**src/rtl/rc4_pkg.sv**
```systemverilog
// Shared constants, byte type and controller state encoding for the
// RC4 host-side key loader and keystream XOR datapath.
package rc4_pkg;

    localparam int KEY_SIZE = 7;
    localparam int BYTE_W   = 8;

    typedef logic [BYTE_W-1:0] byte_t;

    typedef enum logic [1:0] {
        ST_LOAD  = 2'd0,
        ST_FEED  = 2'd1,
        ST_RUN   = 2'd2,
        ST_ERROR = 2'd3
    } state_t;

    function automatic int idx_w(input int n);
        return (n > 1) ? $clog2(n) : 1;
    endfunction

endpackage

```
**src/rtl/rc4_ks_fifo.sv**
```systemverilog
// Keystream FIFO: synchronous flush, push accepted while full only when
// the head is popped in the same cycle.
module rc4_ks_fifo
    import rc4_pkg::*;
#(
    parameter int DEPTH = 16
) (
    input  logic              i_clk,
    input  logic              i_flush,
    input  logic              i_push,
    input  logic              i_pop,
    input  logic [BYTE_W-1:0] i_din,
    output logic [BYTE_W-1:0] o_head,
    output logic              o_full,
    output logic              o_empty
);

    localparam int AW = idx_w(DEPTH);
    localparam logic [AW:0] PTR_ONE = (AW + 1)'(1);

    byte_t       r_mem [DEPTH];
    logic [AW:0] r_wr;
    logic [AW:0] r_rd;
    logic        w_push;
    logic        w_pop;

    assign o_empty = (r_wr == r_rd);
    assign o_full  = (r_wr[AW] != r_rd[AW]) &&
                     (r_wr[AW-1:0] == r_rd[AW-1:0]);
    assign w_pop   = i_pop && !o_empty;
    assign w_push  = i_push && (!o_full || w_pop);
    assign o_head  = r_mem[r_rd[AW-1:0]];

    always_ff @(posedge i_clk) begin
        if (i_flush) begin
            r_wr <= '0;
            r_rd <= '0;
        end else begin
            if (w_push) r_wr <= r_wr + PTR_ONE;
            if (w_pop)  r_rd <= r_rd + PTR_ONE;
        end
    end

    // When full, the write slot is the head being popped; head is read first.
    always_ff @(posedge i_clk) begin
        if (w_push && !i_flush) r_mem[r_wr[AW-1:0]] <= i_din;
    end

endmodule

```
**src/rtl/rc4_stream_xor.sv**
```systemverilog
// Host companion to the rc4 generator: loads and replays the password,
// then XORs the buffered keystream into a valid/ready byte stream.
module rc4_stream_xor
    import rc4_pkg::*;
#(
    parameter int KEY_SIZE   = rc4_pkg::KEY_SIZE,
    parameter int FIFO_DEPTH = 16
) (
    input  logic              clock0,
    input  logic              rst,
    input  logic              rekey,
    input  logic              key_valid,
    input  logic [BYTE_W-1:0] key_data,
    output logic              key_ready,
    output logic              rc4_rst,
    output logic [BYTE_W-1:0] rc4_password,
    input  logic              ks_valid,
    input  logic [BYTE_W-1:0] ks_byte,
    input  logic              s_valid,
    input  logic [BYTE_W-1:0] s_data,
    output logic              s_ready,
    output logic              m_valid,
    output logic [BYTE_W-1:0] m_data,
    input  logic              m_ready,
    output logic              keyed,
    output logic              overrun
);

    localparam int CW = idx_w(KEY_SIZE);
    localparam logic [CW-1:0] LAST    = CW'(KEY_SIZE - 1);
    localparam logic [CW-1:0] CNT_ONE = CW'(1);

    state_t        r_state;
    state_t        w_state_nxt;
    byte_t         r_key [KEY_SIZE];
    logic [CW-1:0] r_cnt;
    logic [CW-1:0] r_feed_idx;
    logic          r_rc4_rst;
    logic          r_m_valid;
    byte_t         r_m_data;
    logic          r_overrun;

    logic  w_clear;
    logic  w_key_acc;
    logic  w_key_last;
    logic  w_push;
    logic  w_pop;
    logic  w_full;
    logic  w_empty;
    logic  w_overflow;
    byte_t w_head;

    assign w_clear    = rst || rekey;
    assign key_ready  = (r_state == ST_LOAD);
    assign w_key_acc  = key_valid && key_ready;
    assign w_key_last = w_key_acc && (r_cnt == LAST);

    assign keyed      = (r_state == ST_RUN);
    assign s_ready    = keyed && !w_empty && (!r_m_valid || m_ready);
    assign w_pop      = s_valid && s_ready;
    assign w_push     = keyed && ks_valid;
    assign w_overflow = w_push && w_full && !w_pop;

    assign rc4_password = (r_state == ST_FEED) ? r_key[r_feed_idx] : '0;
    assign rc4_rst      = r_rc4_rst;
    assign m_valid      = r_m_valid;
    assign m_data       = r_m_data;
    assign overrun      = r_overrun;

    always_ff @(posedge clock0) begin
        if (w_clear) r_state <= ST_LOAD;
        else         r_state <= w_state_nxt;
    end

    always_comb begin
        w_state_nxt = r_state;
        unique case (r_state)
            ST_LOAD:  if (w_key_last) w_state_nxt = ST_FEED;
            ST_FEED:  if (r_feed_idx == LAST) w_state_nxt = ST_RUN;
            ST_RUN:   if (w_overflow) w_state_nxt = ST_ERROR;
            ST_ERROR: w_state_nxt = ST_ERROR;
        endcase
    end

    always_ff @(posedge clock0) begin
        if (w_key_acc && !w_clear) r_key[r_cnt] <= key_data;
    end

    // rc4_rst falls with the last key byte; the generator reads key[n]
    // on the (n+1)th edge after that, tracking feed_idx one-for-one.
    always_ff @(posedge clock0) begin
        if (w_clear) begin
            r_cnt      <= '0;
            r_feed_idx <= '0;
            r_rc4_rst  <= 1'b1;
        end else begin
            if (w_key_acc) r_cnt <= r_cnt + CNT_ONE;
            if (w_key_last) begin
                r_cnt      <= '0;
                r_feed_idx <= '0;
                r_rc4_rst  <= 1'b0;
            end
            if (r_state == ST_FEED) r_feed_idx <= r_feed_idx + CNT_ONE;
        end
    end

    always_ff @(posedge clock0) begin
        if (w_clear) begin
            r_m_valid <= 1'b0;
            r_m_data  <= '0;
            r_overrun <= 1'b0;
        end else begin
            if (w_pop) begin
                r_m_valid <= 1'b1;
                r_m_data  <= s_data ^ w_head;
            end else if (m_ready) begin
                r_m_valid <= 1'b0;
            end
            if (w_overflow) r_overrun <= 1'b1;
        end
    end

    rc4_ks_fifo #(
        .DEPTH (FIFO_DEPTH)
    ) u_fifo (
        .i_clk   (clock0),
        .i_flush (w_clear),
        .i_push  (w_push),
        .i_pop   (w_pop),
        .i_din   (ks_byte),
        .o_head  (w_head),
        .o_full  (w_full),
        .o_empty (w_empty)
    );

endmodule

```
**config.mk**
```make
export PLATFORM = sky130hd
export DESIGN_NAME = rc4_stream_xor
export DESIGN_NICKNAME = d
export VERILOG_FILES = /design/src/rtl/rc4_pkg.sv /design/src/rtl/rc4_ks_fifo.sv /design/src/rtl/rc4_stream_xor.sv
export SDC_FILE = /design/constraint.sdc
export NUM_CORES = 1
export LEC_CHECK = 0
export BUFFER_PORTS_ARGS = -buffer_cell sky130_fd_sc_hd__buf_2
export CORE_UTILIZATION = 40
export CTS_CLUSTER_SIZE = 30
export DETAILED_ROUTE_END_ITERATION = 10
export PLACE_DENSITY = 0.66
export SYNTH_ARGS = -nofsm -noshare
export SYNTH_HDL_FRONTEND = slang
export SYNTH_SLANG_ARGS = --single-unit
```
**constraint.sdc**
```tcl
create_clock -name clock0 -period 2.2 [get_ports clock0]
set_input_delay 0.22 -clock clock0 [delete_from_list [all_inputs] [get_ports clock0]]
set_output_delay 0.22 -clock clock0 [all_outputs]
set_load 0.01 [all_outputs]
```
=== After elaboration in Yosys (flattened, before gate mapping) ===
Memories as Yosys holds them, arrays and structs flattened. A register that Yosys moved wholly into a read port is not among the register bits.
Index checks and enable logic that the tools add are counted.

* Register bits: 29
* Memory bits (writable): 184
* Output and inout bits: 22
* Logic and storage cells: 70
* Memories kept: 2

{| class="wikitable"
|+ Memories
! memory !! depth !! bits a word !! rd ports !! clocked after Yosys merged registers in !! wr ports !! RTL line !! text
|-
| u_fifo.r_mem || 16 || 8 || 1 || 1 || 1 || rc4_ks_fifo.sv:21 || <nowiki>byte_t r_mem [DEPTH];</nowiki>
|-
| r_key || 7 || 8 || 1 || 1 || 1 || rc4_stream_xor.sv:35 || <nowiki>byte_t r_key [KEY_SIZE];</nowiki>
|}

* Add/subtract/negate cells: 4
* Eq/ne operators: 11
* Muxes and demuxes: 17
* Bitwise operators: 1
* Reductions and logical operators: 26

{| class="wikitable"
|+ Operators by type and width
! kind !! count
|-
| 1-bit logical AND || 13
|-
| 3-bit 2-to-1 mux || 4
|-
| 5-bit by 1-bit adder with 5-bit output (second input constant) || 2
|-
| 4-bit 2-to-1 mux || 2
|-
| 8-bit 2-to-1 mux || 1
|-
| 2-bit case mux with 4 select lines || 1
|-
| 8-bit bitwise XOR || 1
|-
| 3-bit by 1-bit adder with 3-bit output (second input constant) || 2
|-
| 3-bit equality test (second input constant) || 2
|-
| 1-bit 2-to-1 mux || 6
|-
| 2-bit 2-to-1 mux || 3
|-
| 2-bit by 1-bit != test with 1-bit output (second input constant) || 3
|-
| 5-bit equality test || 1
|-
| 1-bit logical NOT || 5
|-
| 2-bit equality test (second input constant) || 2
|-
| 4-bit equality test || 1
|-
| 2-bit nonzero test || 2
|-
| 1-bit logical OR || 3
|-
| 3-bit AND reduction || 1
|-
| 2-bit by 1-bit equality test with 1-bit output (second input constant) || 1
|-
| 2-bit logical NOT || 1
|-
| 2-bit OR reduction || 1
|-
| 1-bit != test || 1
|}

=== Longest topological paths before layout ===
* Depth in word-level cells: 11
* Depth in mapped cells: 8
* Gate-level depth less buffers: 6

=== Hierarchy ===
Synthesis repeated with hierarchy kept, for this count alone.

* Cell total of the unflattened synthesis: 498
* Area, all modules: 8,894.8 µm²

{| class="wikitable"
|+ Modules (own cells, without submodules)
! module !! instances !! cells an instance !! area each (µm²) !! seq. area each (µm²)
|-
| rc4_ks_fifo || 1 || 270 || 5,696.7 || 4,124.0
|-
| rc4_stream_xor || 1 || 228 || 3,198.1 || 2,122.0
|}

=== Least setup slack after synthesis ===
No wires, ideal clock.

* Kind: register to register
* Start point: register r_state[0]
* End point: memory u_fifo.r_mem[0][0] (netlist name), enable pin
* Arrival time: 1.762 ns
* Data required time: 1.827 ns
* Slack: 0.065 ns
* Cell stages (with the launch flop): 8
* Buffers on the path: 2
* Path through: dfxtp_1 -> buf_4 -> nor2b_1 -> buf_2 -> and2_1 -> a21boi_2 -> and2b_1 -> nor2b_1

* Longest elaborated chain between the ends: 10
* Elaborated cells on any way between the ends: 11
* Those cells by class: eq/ne: 1; mux: 2; reduce/logical: 8

{| class="wikitable"
|+ Ends and longest elaborated chain
! element !! RTL line !! text
|-
| start, declared || rc4_stream_xor.sv:33 || <nowiki>state_t r_state;</nowiki>
|-
| start signal, assigned || rc4_stream_xor.sv:72 || <nowiki>else r_state <= w_state_nxt;</nowiki>
|-
| 2-bit equality test (*) || rc4_stream_xor.sv:58 || <nowiki>assign keyed = (r_state == ST_RUN);</nowiki>
|-
| via keyed || rc4_stream_xor.sv:25 || <nowiki>output logic keyed,</nowiki>
|-
| 1-bit logical AND (2 in series) || rc4_stream_xor.sv:59 || <nowiki>assign s_ready = keyed && !w_empty && (!r_m_valid || m_ready);</nowiki>
|-
| 1-bit logical AND || rc4_stream_xor.sv:60 || <nowiki>assign w_pop = s_valid && s_ready;</nowiki>
|-
| 1-bit logical AND || rc4_ks_fifo.sv:30 || <nowiki>assign w_pop = i_pop && !o_empty;</nowiki>
|-
| 1-bit logical OR || rc4_ks_fifo.sv:31 || <nowiki>assign w_push = i_push && (!o_full || w_pop);</nowiki>
|-
| 1-bit logical AND (*) || rc4_ks_fifo.sv:31 ||
|-
| 1-bit logical AND (*) || rc4_ks_fifo.sv:46 || <nowiki>if (w_push && !i_flush) r_mem[r_wr[AW-1:0]] <= i_din;</nowiki>
|-
| 1-bit 2-to-1 mux (*) || rc4_ks_fifo.sv:46 ||
|-
| 1-bit 2-to-1 mux (not written as such) (*) || rc4_ks_fifo.sv:46 ||
|-
| end, declared || rc4_ks_fifo.sv:21 ||
|}

The timed path passes the listed nets; every way through them passes the cells marked *.

=== Final worst setup path ===
* Start point: register u_fifo.r_rd[4]
* End point: memory u_fifo.r_mem[4][3] (netlist name), enable pin

* Longest elaborated chain between the ends: 11
* Elaborated cells on any way between the ends: 14
* Those cells by class: eq/ne: 2; mux: 2; reduce/logical: 10

{| class="wikitable"
|+ Ends and longest elaborated chain
! element !! RTL line !! text
|-
| start, declared || rc4_ks_fifo.sv:23 || <nowiki>logic [AW:0] r_rd;</nowiki>
|-
| start signal, assigned || rc4_ks_fifo.sv:40 || <nowiki>if (w_pop) r_rd <= r_rd + PTR_ONE;</nowiki>
|-
| 5-bit equality test || rc4_ks_fifo.sv:27 || <nowiki>assign o_empty = (r_wr == r_rd);</nowiki>
|-
| 1-bit logical NOT || rc4_ks_fifo.sv:30, rc4_stream_xor.sv:59 ||
|-
| 1-bit logical AND (2 in series) || rc4_stream_xor.sv:59 ||
|-
| 1-bit logical AND || rc4_stream_xor.sv:60 ||
|-
| 1-bit logical AND || rc4_ks_fifo.sv:30 ||
|-
| 1-bit logical OR (*) || rc4_ks_fifo.sv:31 ||
|-
| 1-bit logical AND (*) || rc4_ks_fifo.sv:31 ||
|-
| 1-bit logical AND (*) || rc4_ks_fifo.sv:46 ||
|-
| 1-bit 2-to-1 mux (*) || rc4_ks_fifo.sv:46 ||
|-
| 1-bit 2-to-1 mux (not written as such) (*) || rc4_ks_fifo.sv:46 ||
|}

Every way passes the cells marked *; elsewhere a longest branch is shown, timed or not.

==> results.json <==
{
  "area_growth_syn_to_layout_pct": 17.6,
  "path_cells": "xnor2_2 > a31o_2 > o211ai_2 > nor2_1",
  "critPathLaunchType": "flop",
  "cts_buffer_depth": 3,
  "start_util_pct": 41.3,
  "r2r_start": "u_fifo.r_rd[4]",
  "path_class": "flop to flop",
  "yosys_warnings": 0,
  "power_leakage_nw": 3.42,
  "yosysSeqAreaShare_pct": 70.8,
  "die_w_um": 151,
  "core_area_um2": 21400,
  "syn_area_um2": 8830,
  "synthArstFlopShare_pct": 0,
  "grt_pass1_vias": 4913,
  "critPathSlowestCell": "nor2_1",
  "powerDensity_nw_per_um2": 794,
  "fin_nets": 651,
  "portBuffers": 52,
  "maxCapViolCount": 0,
  "cts_buffers": 23,
  "grt_overflow": 0,
  "synth_edf_count": 184,
  "slowest_delay_ps": 730,
  "place_area_um2": 9480,
  "post-route-util_pct": 48.6,
  "totalNegativeSetupSlack_ps": -178,
  "clk_pin_slew_worst_paths_ps": 60,
  "synth_seq_cells": 220,
  "synth.net_count": 556,
  "clockRootBuffer": "clkbuf_16",
  "rows": 53,
  "antenna_found_initial": 0,
  "hold_class": "input port to flop",
  "die_area_um2": 22700,
  "cts_tree": "done",
  "routedWlPerCell_um": 19.3,
  "synth_ff_type": "edfxtp_1",
  "first_pass_iters": 5,
  "gr-usage-all-layers_pct": 15.7,
  "end_kind": "flop",
  "drive_above_1_share_pct": 26.0,
  "outcome": "finished with violations",
  "diodes": 0,
  "tightest_slew_ps": 833,
  "finalInstanceArea_um2": 10400,
  "dp_hpwl_mm": 11.2,
  "hold_ws_ps": 7.43,
  "ant_nets": 0,
  "grt_max_degree": 33,
  "syn_area_per_cell_um2": 17.1,
  "fmax_mhz": 450,
  "fin_crit_sh_pct": 101,
  "drv_slew": 0,
  "cp_max_fo": 9,
  "drt-vias-per-instance": 5.32,
  "die_h_um": 151,
  "peakVddDrop_mv": 0.412,
  "cp_data_arrival_time_ps": 2350,
  "grt_first_pass_wirelength_mm": 26.8,
  "slew_headroom_pct": 44.2,
  "min_from": "s_data[2]",
  "violations": "setup timing",
  "h-tree-depth": 1,
  "drt_wl_total_mm": 17.5,
  "synth_cell_types": 46,
  "hold_viol": 0,
  "dp_worst_setup_slack_ps": -2.25,
  "io_pins": 53,
  "required_ps": 2330,
  "fin_worst_skew_ps": 14.1,
  "fin_ws_ps": -24.0,
  "crit_start": "u_fifo.r_rd[4]",
  "grt_setup_unrepaired": "yes",
  "remaining_drc_errors": 0,
  "routabilityCongestion": 0.766,
  "setup_viol": 10,
  "layout_min_cycle_time_ps": 2220,
  "vias": 4803,
  "drt_iter0_markers": 378,
  "clkSinkCount": 220,
  "clkLatencyLatePin_ps": 510,
  "syn_inst": 516
}
cells in the final DEF, fill, tap and decap left out, types with 4 or more instances in the layout:
master / instances
clkinvlp_4: 4
nor2_1: 37
nand3_1: 10
mux2i_1: 18
dlygate4sd3_1: 10
nor3_1: 4
mux4_1: 16
o21ai_0: 19
dfxtp_1: 34
buf_2: 52
mux4_2: 24
xnor2_1: 17
ha_1: 9
clkinv_1: 6
a22oi_1: 16
inv_1: 8
a21oi_1: 17
nand2_1: 33
buf_4: 30
clkbuf_16: 24
edfxtp_1: 184
and3_2: 6
nor2b_1: 4
kinds of logic after synthesis:
logic type	synth area share [%]
buffers and inverters	2.35
and+or+nand+nor	5.78
adders and majority gates	1.28
AOI/OAI and AO/OA	4.71
DFF	70.8
xor gates and xnor gates	2.07
muxes	13.1
layer usage:
metal	vias up	share of wire [%]	global-route usage, %
li1	2198	-	-
met1	2413	44	21.0
met2	157	48	26.2
met5	-	0	0
met3	35	5.8	2.33
met4	0	2.4	5.35
worst paths after layout:
check | endpoint | slack (ps) | depth (start not counted)
min reg2reg | rc4_rst | 440 | 2
max reg2reg | u_fifo.r_mem[4][3] | -20 | 4
min | m_data[2] | 7 | 3
max | u_fifo.r_mem[4][3] | -20 | 4
area by class of cell:
| cell class | count | area, um^2 |
|---|---|---|
| flip-flops and latches | 220 | 6250 |
| inverters | 8 | 30.0 |
| clock inverters | 16 | 111 |
| well taps | 275 | 344 |
| multi-input cells | 262 | 2380 |
| fillers | 1759 | 11000 |
| clock buffers | 26 | 587 |
| repair buffers | 96 | 671 |
where the power goes:
group / leakage (nW) / total, W / internal, W / switching (W)
clock network: 0.327 / 0.00358 / 0.00204 / 0.00154
logic: 1.15 / 0.000142 / 0.0000537 / 0.0000884
registers: 1.95 / 0.00452 / 0.00451 / 0.00000406
total: 3.42 / 0.00824 / 0.00661 / 0.00163
cells in the mapped netlist, types with 2 or more instances:
cell type,instances,share of area [%]
nor3_1,4,0.23
xnor2_1,17,1.7
and2_1,3,0.21
nor2b_1,4,0.28
clkdlybuf4s25_2,3,0.34
buf_2,6,0.34
a21oi_1,17,0.96
edfxtp_1,184,63
and2b_1,2,0.17
a2111oi_2,2,0.34
and3_1,7,0.50
buf_6,3,0.38
nand2b_1,3,0.21
clkbuf_1,7,0.30
nand2_1,33,1.4
nor2_1,38,1.6
xor2_1,2,0.20
a22oi_1,16,1.4
buf_1,2,0.085
nand3_1,10,0.57
mux4_2,24,6.1
dfxtp_1,36,8.2
buf_4,4,0.34
a31oi_1,2,0.14
inv_1,8,0.34
mux4_1,16,4.8
o21ai_0,19,1.1
ha_1,9,1.3
mux2i_1,18,2.0
repair_timing:
| action | in CTS | in global routing |
|---|---|---|
| setup buffers | 0 | 8 |
| hold endpoints to repair | 58 | 0 |
| setup endpoints to repair | 18 | 100 |
| resized for setup | 0 | 9 |
| hold buffers | 10 | 0 |
| cloned | 0 | 1 |
through the flow:
| stage | power [W] | cells |
|---|---|---|
| after global placement | 0.00473 | 842 |
| after floorplan | 0.00464 | 516 |
| after CTS | 0.00829 | 894 |
| final | 0.00824 | 903 |
| after global routing | 0.00847 | 903 |
| after detailed placement | 0.00474 | 842 |
critical path: cells and delay by family, from the launching register on:
family / cells / cell delay, ps
simple gates: 1 / 730
compound gates: 2 / 430
xor+xnor: 1 / 340
flops: 1 / 340
sequential cells by signal (all words and copies together) (netlist names), named ones only:
| name | count |
|---|---|
| u_fifo.r_mem | 128 |
| m_valid | 1 |
| u_fifo.r_rd | 5 |
| r_state | 2 |
| r_cnt | 3 |
| u_fifo.r_wr | 5 |
| rc4_rst | 1 |
| m_data | 8 |
| r_feed_idx | 3 |
| overrun | 1 |
| r_key | 56 |
Power figures use the tool's default switching activity.
